$ cat src/rtl/ahb_lite_data_master_pkg.sv
// rtl/ahb_lite_data_master_pkg.sv - AHB-Lite encodings shared by all bus masters
package ahb_lite_data_master_pkg;

  localparam logic [1:0] HTRANS_IDLE   = 2'b00;
  localparam logic [1:0] HTRANS_NONSEQ = 2'b10;

  localparam logic [1:0] SIZE_BYTE = 2'd0;
  localparam logic [1:0] SIZE_HALF = 2'd1;
  localparam logic [1:0] SIZE_WORD = 2'd2;

  localparam logic [2:0] HBURST_SINGLE = 3'b000;
  localparam logic [3:0] HPROT_DATA    = 4'b0011;

  localparam logic HRESP_OKAY  = 1'b0;
  localparam logic HRESP_ERROR = 1'b1;

  localparam logic RSP_OKAY  = 1'b0;
  localparam logic RSP_ERROR = 1'b1;

  // Size 3 is never legal; halves need even, words need 4-byte alignment.
  function automatic logic is_misaligned(input logic [1:0] size, input logic [1:0] off);
    case (size)
      SIZE_BYTE: return 1'b0;
      SIZE_HALF: return off[0];
      SIZE_WORD: return |off;
      default:   return 1'b1;
    endcase
  endfunction

endpackage

$ cat src/rtl/ahb_lane_align.sv
// rtl/ahb_lane_align.sv - write lane replication and read lane extract/zero-extend
module ahb_lane_align
  import ahb_lite_data_master_pkg::*;
(
  input  logic [1:0]  i_wsize,
  input  logic [31:0] i_wdata,
  output logic [31:0] o_hwdata,
  input  logic [1:0]  i_rsize,
  input  logic [1:0]  i_roff,
  input  logic [31:0] i_hrdata,
  output logic [31:0] o_rdata
);

  logic [31:0] w_shifted;

  always_comb begin
    case (i_wsize)
      SIZE_BYTE: o_hwdata = {4{i_wdata[7:0]}};
      SIZE_HALF: o_hwdata = {2{i_wdata[15:0]}};
      default:   o_hwdata = i_wdata;
    endcase
  end

  assign w_shifted = i_hrdata >> {i_roff, 3'b000};

  always_comb begin
    case (i_rsize)
      SIZE_BYTE: o_rdata = {24'h0, w_shifted[7:0]};
      SIZE_HALF: o_rdata = {16'h0, w_shifted[15:0]};
      default:   o_rdata = w_shifted;
    endcase
  end

endmodule

$ cat src/rtl/ahb_lite_data_master.sv
// rtl/ahb_lite_data_master.sv - pipelined AHB-Lite initiator for the load/store unit
module ahb_lite_data_master
  import ahb_lite_data_master_pkg::*;
#(
  parameter int AW = 32
) (
  input  logic          HCLK,
  input  logic          HRESET,
  input  logic          REQ_VALID,
  output logic          REQ_READY,
  input  logic          REQ_WRITE,
  input  logic [1:0]    REQ_SIZE,
  input  logic [AW-1:0] REQ_ADDR,
  input  logic [31:0]   REQ_WDATA,
  output logic          RSP_VALID,
  output logic [31:0]   RSP_RDATA,
  output logic          RSP_ERR,
  output logic [AW-1:0] HADDR,
  output logic [1:0]    HTRANS,
  output logic          HWRITE,
  output logic [2:0]    HSIZE,
  output logic [2:0]    HBURST,
  output logic [3:0]    HPROT,
  output logic [31:0]   HWDATA,
  input  logic          HREADY,
  input  logic          HRESP,
  input  logic [31:0]   HRDATA
);

  logic          r_ap_valid;
  logic          r_ap_write;
  logic          r_ap_mis;
  logic [1:0]    r_ap_size;
  logic [AW-1:0] r_ap_addr;
  logic [31:0]   r_ap_wdata;

  logic          r_dp_valid;
  logic          r_dp_write;
  logic          r_dp_mis;
  logic [1:0]    r_dp_size;
  logic [1:0]    r_dp_off;
  logic [31:0]   r_dp_wdata;

  logic          r_err1;
  logic          r_rsp_valid;
  logic          r_rsp_err;
  logic [31:0]   r_rsp_rdata;

  logic          w_accept;
  logic          w_ap_done;
  logic          w_dp_done;
  logic          w_err_next;
  logic          w_bus_err;
  logic [31:0]   w_hwdata;
  logic [31:0]   w_rdata;

  assign REQ_READY  = !r_ap_valid || (HREADY && !r_err1);
  assign w_accept   = REQ_VALID && REQ_READY;
  assign w_ap_done  = r_ap_valid && HREADY && !r_err1;
  assign w_dp_done  = r_dp_valid && HREADY;
  assign w_bus_err  = (HRESP == HRESP_ERROR) && !r_dp_mis;
  // First cycle of the two-cycle ERROR response; misaligned entries never reach a slave.
  assign w_err_next = r_dp_valid && w_bus_err && !HREADY;

  // Misaligned entries ride the pipeline as IDLE slots so responses stay in order.
  assign HTRANS = (r_ap_valid && !r_ap_mis && !r_err1) ? HTRANS_NONSEQ : HTRANS_IDLE;
  assign HADDR  = r_ap_addr;
  assign HWRITE = r_ap_write;
  assign HSIZE  = {1'b0, r_ap_size};
  assign HBURST = HBURST_SINGLE;
  assign HPROT  = HPROT_DATA;
  assign HWDATA = w_hwdata;

  assign RSP_VALID = r_rsp_valid;
  assign RSP_ERR   = r_rsp_err;
  assign RSP_RDATA = r_rsp_rdata;

  ahb_lane_align u_lane_align (
    .i_wsize  (r_dp_size),
    .i_wdata  (r_dp_wdata),
    .o_hwdata (w_hwdata),
    .i_rsize  (r_dp_size),
    .i_roff   (r_dp_off),
    .i_hrdata (HRDATA),
    .o_rdata  (w_rdata)
  );

  always_ff @(posedge HCLK or posedge HRESET) begin
    if (HRESET) begin
      r_ap_valid <= 1'b0;
      r_ap_write <= 1'b0;
      r_ap_mis   <= 1'b0;
      r_ap_size  <= 2'd0;
      r_ap_addr  <= '0;
      r_ap_wdata <= 32'h0;
    end else if (w_accept) begin
      r_ap_valid <= 1'b1;
      r_ap_write <= REQ_WRITE;
      r_ap_mis   <= is_misaligned(REQ_SIZE, REQ_ADDR[1:0]);
      r_ap_size  <= REQ_SIZE;
      r_ap_addr  <= REQ_ADDR;
      r_ap_wdata <= REQ_WDATA;
    end else if (w_ap_done) begin
      r_ap_valid <= 1'b0;
    end
  end

  always_ff @(posedge HCLK or posedge HRESET) begin
    if (HRESET) begin
      r_dp_valid <= 1'b0;
      r_dp_write <= 1'b0;
      r_dp_mis   <= 1'b0;
      r_dp_size  <= 2'd0;
      r_dp_off   <= 2'd0;
      r_dp_wdata <= 32'h0;
    end else if (w_ap_done) begin
      r_dp_valid <= 1'b1;
      r_dp_write <= r_ap_write;
      r_dp_mis   <= r_ap_mis;
      r_dp_size  <= r_ap_size;
      r_dp_off   <= r_ap_addr[1:0];
      r_dp_wdata <= r_ap_wdata;
    end else if (w_dp_done) begin
      r_dp_valid <= 1'b0;
    end
  end

  always_ff @(posedge HCLK or posedge HRESET) begin
    if (HRESET) begin
      r_err1      <= 1'b0;
      r_rsp_valid <= 1'b0;
      r_rsp_err   <= RSP_OKAY;
      r_rsp_rdata <= 32'h0;
    end else begin
      r_err1      <= w_err_next;
      r_rsp_valid <= w_dp_done;
      r_rsp_err   <= (w_dp_done && (r_dp_mis || w_bus_err)) ? RSP_ERROR : RSP_OKAY;
      r_rsp_rdata <= (w_dp_done && !r_dp_write && !r_dp_mis && !w_bus_err) ? w_rdata : 32'h0;
    end
  end

endmodule

$ cat config.mk
export PLATFORM = sky130hd
export DESIGN_NAME = ahb_lite_data_master
export DESIGN_NICKNAME = d
export VERILOG_FILES = /design/src/rtl/ahb_lite_data_master_pkg.sv /design/src/rtl/ahb_lane_align.sv /design/src/rtl/ahb_lite_data_master.sv
export SDC_FILE = /design/constraint.sdc
export NUM_CORES = 1
export LEC_CHECK = 0
export BUFFER_PORTS_ARGS = -buffer_cell sky130_fd_sc_hd__buf_2
export CAP_MARGIN = 20
export CORE_MARGIN = 5
export CORE_UTILIZATION = 50
export CTS_CLUSTER_DIAMETER = 40
export CTS_CLUSTER_SIZE = 8
export DETAILED_ROUTE_END_ITERATION = 10
export PLACE_DENSITY = 0.8
export SLEW_MARGIN = 20
export SYNTH_ARGS = -nofsm -noshare
export SYNTH_HDL_FRONTEND = slang
export SYNTH_SLANG_ARGS = --single-unit
$ cat constraint.sdc
create_clock -name HCLK -period 13.1 [get_ports HCLK]
set_input_delay 2.62 -clock HCLK [delete_from_list [all_inputs] [get_ports HCLK]]
set_output_delay 2.62 -clock HCLK [all_outputs]
set_load 0.05 [all_outputs]
-- Word-level counts from Yosys, hierarchy flattened
Index checks and enable logic that the tools add are counted.
- register bits after elaboration: 143
- output and inout port bits: 112
- logic and storage cells: 58
- equal/unequal tests: 3
- shift-type cells: 1
- mux-type cells: 10
- reduce and logical (&&, ||, !) cells: 28
- operator list (cell ; number):
    one-hot mux 32 bit (2 select lines) ; 2
    two-way mux 32 bit ; 1
    >> shifter 32 x 5 -> 32 bit ; 1
    logical AND 1 bit ; 14
    logical NOT 1 bit ; 7
    two-way mux 1 bit ; 5
    equality test 2 x 1 -> 1 bit, second input constant ; 2
    logical NOT 2 bit ; 2
    nonzero test 2 bit ; 2
    one-hot mux 1 bit (3 select lines) ; 1
    equality test 2 bit, second input constant ; 1
    logical OR 1 bit ; 2
    two-way mux 2 bit ; 1
    OR reduction 2 bit ; 1

-- Logic depth before layout (Yosys ltp)
- depth after elaboration: 5
- depth in mapped cells: 5
- mapped depth without buffers: 3

-- Cells and area by module
From an unflattened synthesis, not the netlist that was laid out.
- cells, all modules: 452
- area total of the unflattened synthesis: 6329.8 µm²
- modules (own cells, without submodules) (module ; instances ; cells each ; area each (µm²) ; seq. area each (µm²)):
    ahb_lite_data_master ; 1 ; 324 ; 5255.0 ; 3578.4
    ahb_lane_align ; 1 ; 128 ; 1074.8 ; 0.0

-- Worst setup path after synthesis
Ideal clock, no wire load.
- kind: in2out
- from: input port HREADY
- to: output port REQ_READY
- arrival: 3.054 ns
- required time: 10.480 ns
- path slack: 7.426 ns
- stages on the path: 2
- path buffers: 0
- cell sequence: nand2b_1 > nand2_1
- cells in the longest elaborated chain, start to end: 2
- ends and longest elaborated chain (item ; RTL line ; source):
    start: declaration ; ahb_lite_data_master.sv:25 ; input logic HREADY,
    logical AND 1 bit ; ahb_lite_data_master.sv:57 ; assign REQ_READY = !r_ap_valid || (HREADY && !r_err1);
    logical OR 1 bit ; ahb_lite_data_master.sv:57 ;
    end: declaration ; ahb_lite_data_master.sv:10 ; output logic REQ_READY,
Every way passes these cells.

-- Final worst setup path
Ends and elaborated chain as after synthesis.

==> impl_metrics.csv <==
group,metric,value,unit
yosys,post-synth-top-area-cell,"sky130_fd_sc_hd__dfrtp_1",
timing,relSlewSlack,27.23,%
timing,post-route-min-period,5.870,ns
cells_and_area,final_core_utilization,64.11,%
place,portBuffers,206,
critical_path,timing.critical_path.mode_cell,"sky130_fd_sc_hd__buf_2",
power_and_ir_drop,power.internal,0.0009724,W
power_and_ir_drop,vdd.ir_drop.worst,0.1612,mV
timing,report.final.slew_viol_count,0,
cells_and_area,antenna_cells,0,
yosys,synth-simple-area-share,6.075,%
cells_and_area,final_net_count,736,
floorplanning,fp.coreArea,11960,µm²
timing,final_critical_path_setup_slack,7.230,ns
timing,rsz0062_at_grt,"no",
global_routing,grt_antenna_before_repair,0,
timing,finalCritPeriodShare,44.81,%
critical_path,cp.arrival,3.25,ns
cells_and_area,n_fill_cell,913,
place,place_hpwl,9967,µm
yosys,ys_ff_latch,143,
routing,vias_per_cell,5.208,
yosys,postSynthCellCount,439,
timing,finalHoldViolations,0,
global_routing,gr-usage-all-layers,20.17,%
yosys,async_set_reset_flop_share_out_of_synthesis,100.0,%
cts,cts_htree_levels,4,
yosys,ys_seq_area_share,58.90,%
routing,postRouteWirelength,14140,µm
cells_and_area,area_growth_syn_to_layout,26.21,%
yosys,mappedNetlistArea,6076,µm²
place,pre_cts_ws,7.238,ns
cts,post_cts_hold_buffer_count,0,
floorplanning,fp.dieArea,14460,µm²
yosys,post_synth_mux_area_share,25.58,%
routing,route.antenna.remaining_nets,0,
power_and_ir_drop,leakage_power,3.750,nW
place,gp_congestion,0.7828,
cts,clk_pin_slew,0.05,ns
critical_path,cpMaxStageDelayCell,"sky130_fd_sc_hd__buf_2",
floorplanning,dieWidth,120.2,µm
hold_path,hold_path_class,"reg -> reg",
global_routing,global_route_wire_length_before_repair,22750,µm
floorplanning,core.rowCount,40,
yosys,synth_top_family_by_area,"multiplexers",
yosys,yosysUniqueCellTypes,29,
critical_path,setup.worst_path.class,"in -> out",
yosys,share_of_the_synthesized_area_in_the_top_cell_type,58.90,%
yosys,synth_warnings,0,
routing,drc,0,
routing,routed-via-count,4125,
yosys,synth-xor-area-share,0,%
yosys,postSynth.topFlopCell,"sky130_fd_sc_hd__dfrtp_1",
run_status,outcome,"finished clean",
timing,clock.fmax,170.4,MHz
job,cap_violations,0,
routing,drt_pre_antenna_iters,5,
yosys,synth_top_cells_by_area,"sky130_fd_sc_hd__dfrtp_1, sky130_fd_sc_hd__mux2_2, sky130_fd_sc_hd__a211oi_1",
timing,setup_violations,0,
yosys,synth_compound_area_share,4.736,%
cts,clk_latency,0.42,ns
critical_path,critical_path.startpoint_type,"input pin",
cts,postCtsResizedCells,0,
floorplanning,initial_utilization,50.79,%
power_and_ir_drop,power.share.switching,38.93,%
global_routing,globalRoute.totalOverflow,0,
routing,first_iter_violations,290,
floorplanning,ioPinCount,216,
critical_path,worst-path-max-fanout,6,
cts,post_cts.repair.setup_buffers,0,
power_and_ir_drop,power.share.clock,28.8,%
power_and_ir_drop,combinational_share_of_power,34.6,%
timing,timing_worst_slew_pin_value,1.091,ns
yosys,number_of_enable_flip_flop_cells_after_synthesis,0,
cts,buffers_from_clock_root_to_sink_at_most,2,
power_and_ir_drop,power_switching,0.0006200,W
floorplanning,die_h,120.2,µm
cts,cts_root_buf,"sky130_fd_sc_hd__clkbuf_16",
cells_and_area,share_of_layout_cells_above_drive_strength_1,57.21,%
timing,fin_tns_setup,0,ns
critical_path,cp_data_required_time,10.48,ns
cts,tritoncts,"done",
global_routing,pin_count_of_the_biggest_net_entering_global_routing,76,
power_and_ir_drop,share_seq_of_total_power,36.6,%
cts,cts-buffers-inserted,17,
timing,timing.clock.skew,0.007001,ns
routing,wl_per_cell,17.85,µm
critical_path,critical_path.max_stage_delay,0.27,ns
cts,cts_num_sinks,143,
yosys,synthAdderAreaFrac,0,%
global_routing,grt_pass1_vias,4293,
critical_path,end_kind,"output port",
power_and_ir_drop,p_per_area,207.6,nW/µm²
critical_path,cp_cell_sequence,"buf_2, nand2b_1, nand2_1, buf_2",
yosys,synth.avg_cell_area,13.84,µm²
worst paths after layout:
path / start / end / depth (start not counted) / slack, ns
max in group asynchronous: HRESET / r_dp_write / 3 / 9.46
min: r_dp_mis / r_err1 / 1 / 0.50
max reg2reg: r_dp_off[1] / RSP_RDATA[26] / 3 / 11.07
min in group asynchronous: HRESET / RSP_RDATA[3] / 2 / 2.29
min reg2reg: r_dp_mis / r_err1 / 1 / 0.50
max: HREADY / REQ_READY / 4 / 7.23
cell usage after synthesis (2+ instances only):
cell                         n
sky130_fd_sc_hd__buf_6       2
sky130_fd_sc_hd__nor2b_1    14
sky130_fd_sc_hd__mux2i_1    18
sky130_fd_sc_hd__buf_2      13
sky130_fd_sc_hd__conb_1      2
sky130_fd_sc_hd__nand2_1    11
sky130_fd_sc_hd__a211oi_1   28
sky130_fd_sc_hd__o21ai_0     9
sky130_fd_sc_hd__or3_1       2
sky130_fd_sc_hd__mux2_2    122
sky130_fd_sc_hd__clkbuf_1   10
sky130_fd_sc_hd__dfrtp_1   143
sky130_fd_sc_hd__inv_1       3
sky130_fd_sc_hd__buf_4      19
sky130_fd_sc_hd__nand2b_1    9
sky130_fd_sc_hd__and2_1      8
sky130_fd_sc_hd__nor2_1     13
sky130_fd_sc_hd__nand3b_1    2
worst max-delay path, delay by kind of cell:
| kind | cells | cell delay [ns] |
|---|---|---|
| AND/OR/NAND/NOR | 2 | 0.23 |
| buffers and inverters | 2 | 0.40 |
cell usage in the layout (no fill, tap or decap), types with 8 or more instances in the layout:
| cell type | Yosys | routed |
|---|---|---|
| sky130_fd_sc_hd__buf_2 | 13 | 206 |
| sky130_fd_sc_hd__mux2i_1 | 18 | 18 |
| sky130_fd_sc_hd__and2_1 | 8 | 8 |
| sky130_fd_sc_hd__nand2_1 | 11 | 11 |
| sky130_fd_sc_hd__o21ai_0 | 9 | 9 |
| sky130_fd_sc_hd__mux2_2 | 122 | 122 |
| sky130_fd_sc_hd__nor2b_1 | 14 | 14 |
| sky130_fd_sc_hd__dfrtp_1 | 143 | 143 |
| sky130_fd_sc_hd__clkbuf_16 | 0 | 17 |
| sky130_fd_sc_hd__nor2_1 | 13 | 13 |
| sky130_fd_sc_hd__a211oi_1 | 28 | 28 |
| sky130_fd_sc_hd__nand2b_1 | 9 | 9 |
| sky130_fd_sc_hd__conb_1 | 2 | 9 |
flip-flops by register name (all words and copies together) (netlist names):
| register | count |
|---|---|
| HADDR | 32 |
| r_ap_size | 2 |
| r_ap_valid | 1 |
| r_dp_mis | 1 |
| r_err1 | 1 |
| r_ap_mis | 1 |
| r_dp_off | 2 |
| r_dp_size | 2 |
| RSP_ERR | 1 |
| r_dp_write | 1 |
| HWRITE | 1 |
| RSP_VALID | 1 |
| r_dp_valid | 1 |
| r_dp_wdata | 32 |
| RSP_RDATA | 32 |
| r_ap_wdata | 32 |
logic make-up (layout without fill, tap and decap cells):
kind of cell           Yosys count  count (layout)
DFF                            143             143
muxes                          140             140
and+or+nand+nor                 66              66
other                            2               9
buffers and inverters           47             246
AOI/OAI and AO/OA               41              41
power by group through the flow:
stage | sequential, W | clock, W | combinational (W)
2_1_floorplan | 0.000639 | 0 | 0.000385
5_1_grt | 0.000594 | 0.000492 | 0.000582
3_3_place_gp | 0.000585 | 0 | 0.000545
4_1_cts | 0.000583 | 0.000468 | 0.000557
3_5_place_dp | 0.000590 | 0 | 0.000553
6_report | 0.000583 | 0.000458 | 0.000551
routing by layer:
| metal | up-vias | share of wire, % | track usage, % |
|---|---|---|---|
| li1 | 1907 | - | - |
| met1 | 2036 | 41 | 24.81 |
| met2 | 161 | 49 | 33.16 |
| met3 | 21 | 8.3 | 6.922 |
| met4 | 0 | 1.6 | 7.365 |
| met5 | - | 0 | 0 |
per-stage QoR:
stage	std cells	total power [W]	cell area (µm²)	hold WS, ns
5_1_grt	792	0.001669	7669	0.5160
2_1_floorplan	446	0.001023	6102	0.4395
3_3_place_gp	760	0.001130	7099	0.4651
4_1_cts	792	0.001608	7669	0.4979
3_5_place_dp	760	0.001144	7099	0.4902
6_report	792	0.001592	7669	0.5014
cell type report:
| type | count | area (µm²) | area share (%) |
|---|---|---|---|
| flip-flops and latches | 143 | 3578 | 46.66 |
| well taps | 147 | 183.9 | 2.398 |
| clock inverters | 10 | 85.08 | 1.109 |
| clock buffers | 22 | 484.2 | 6.314 |
| repair buffers | 211 | 1069 | 13.93 |
| multi-input cells | 256 | 2252 | 29.37 |
| inverters | 3 | 16.27 | 0.2121 |
Note: power is estimated with default switching activity, not from simulation.
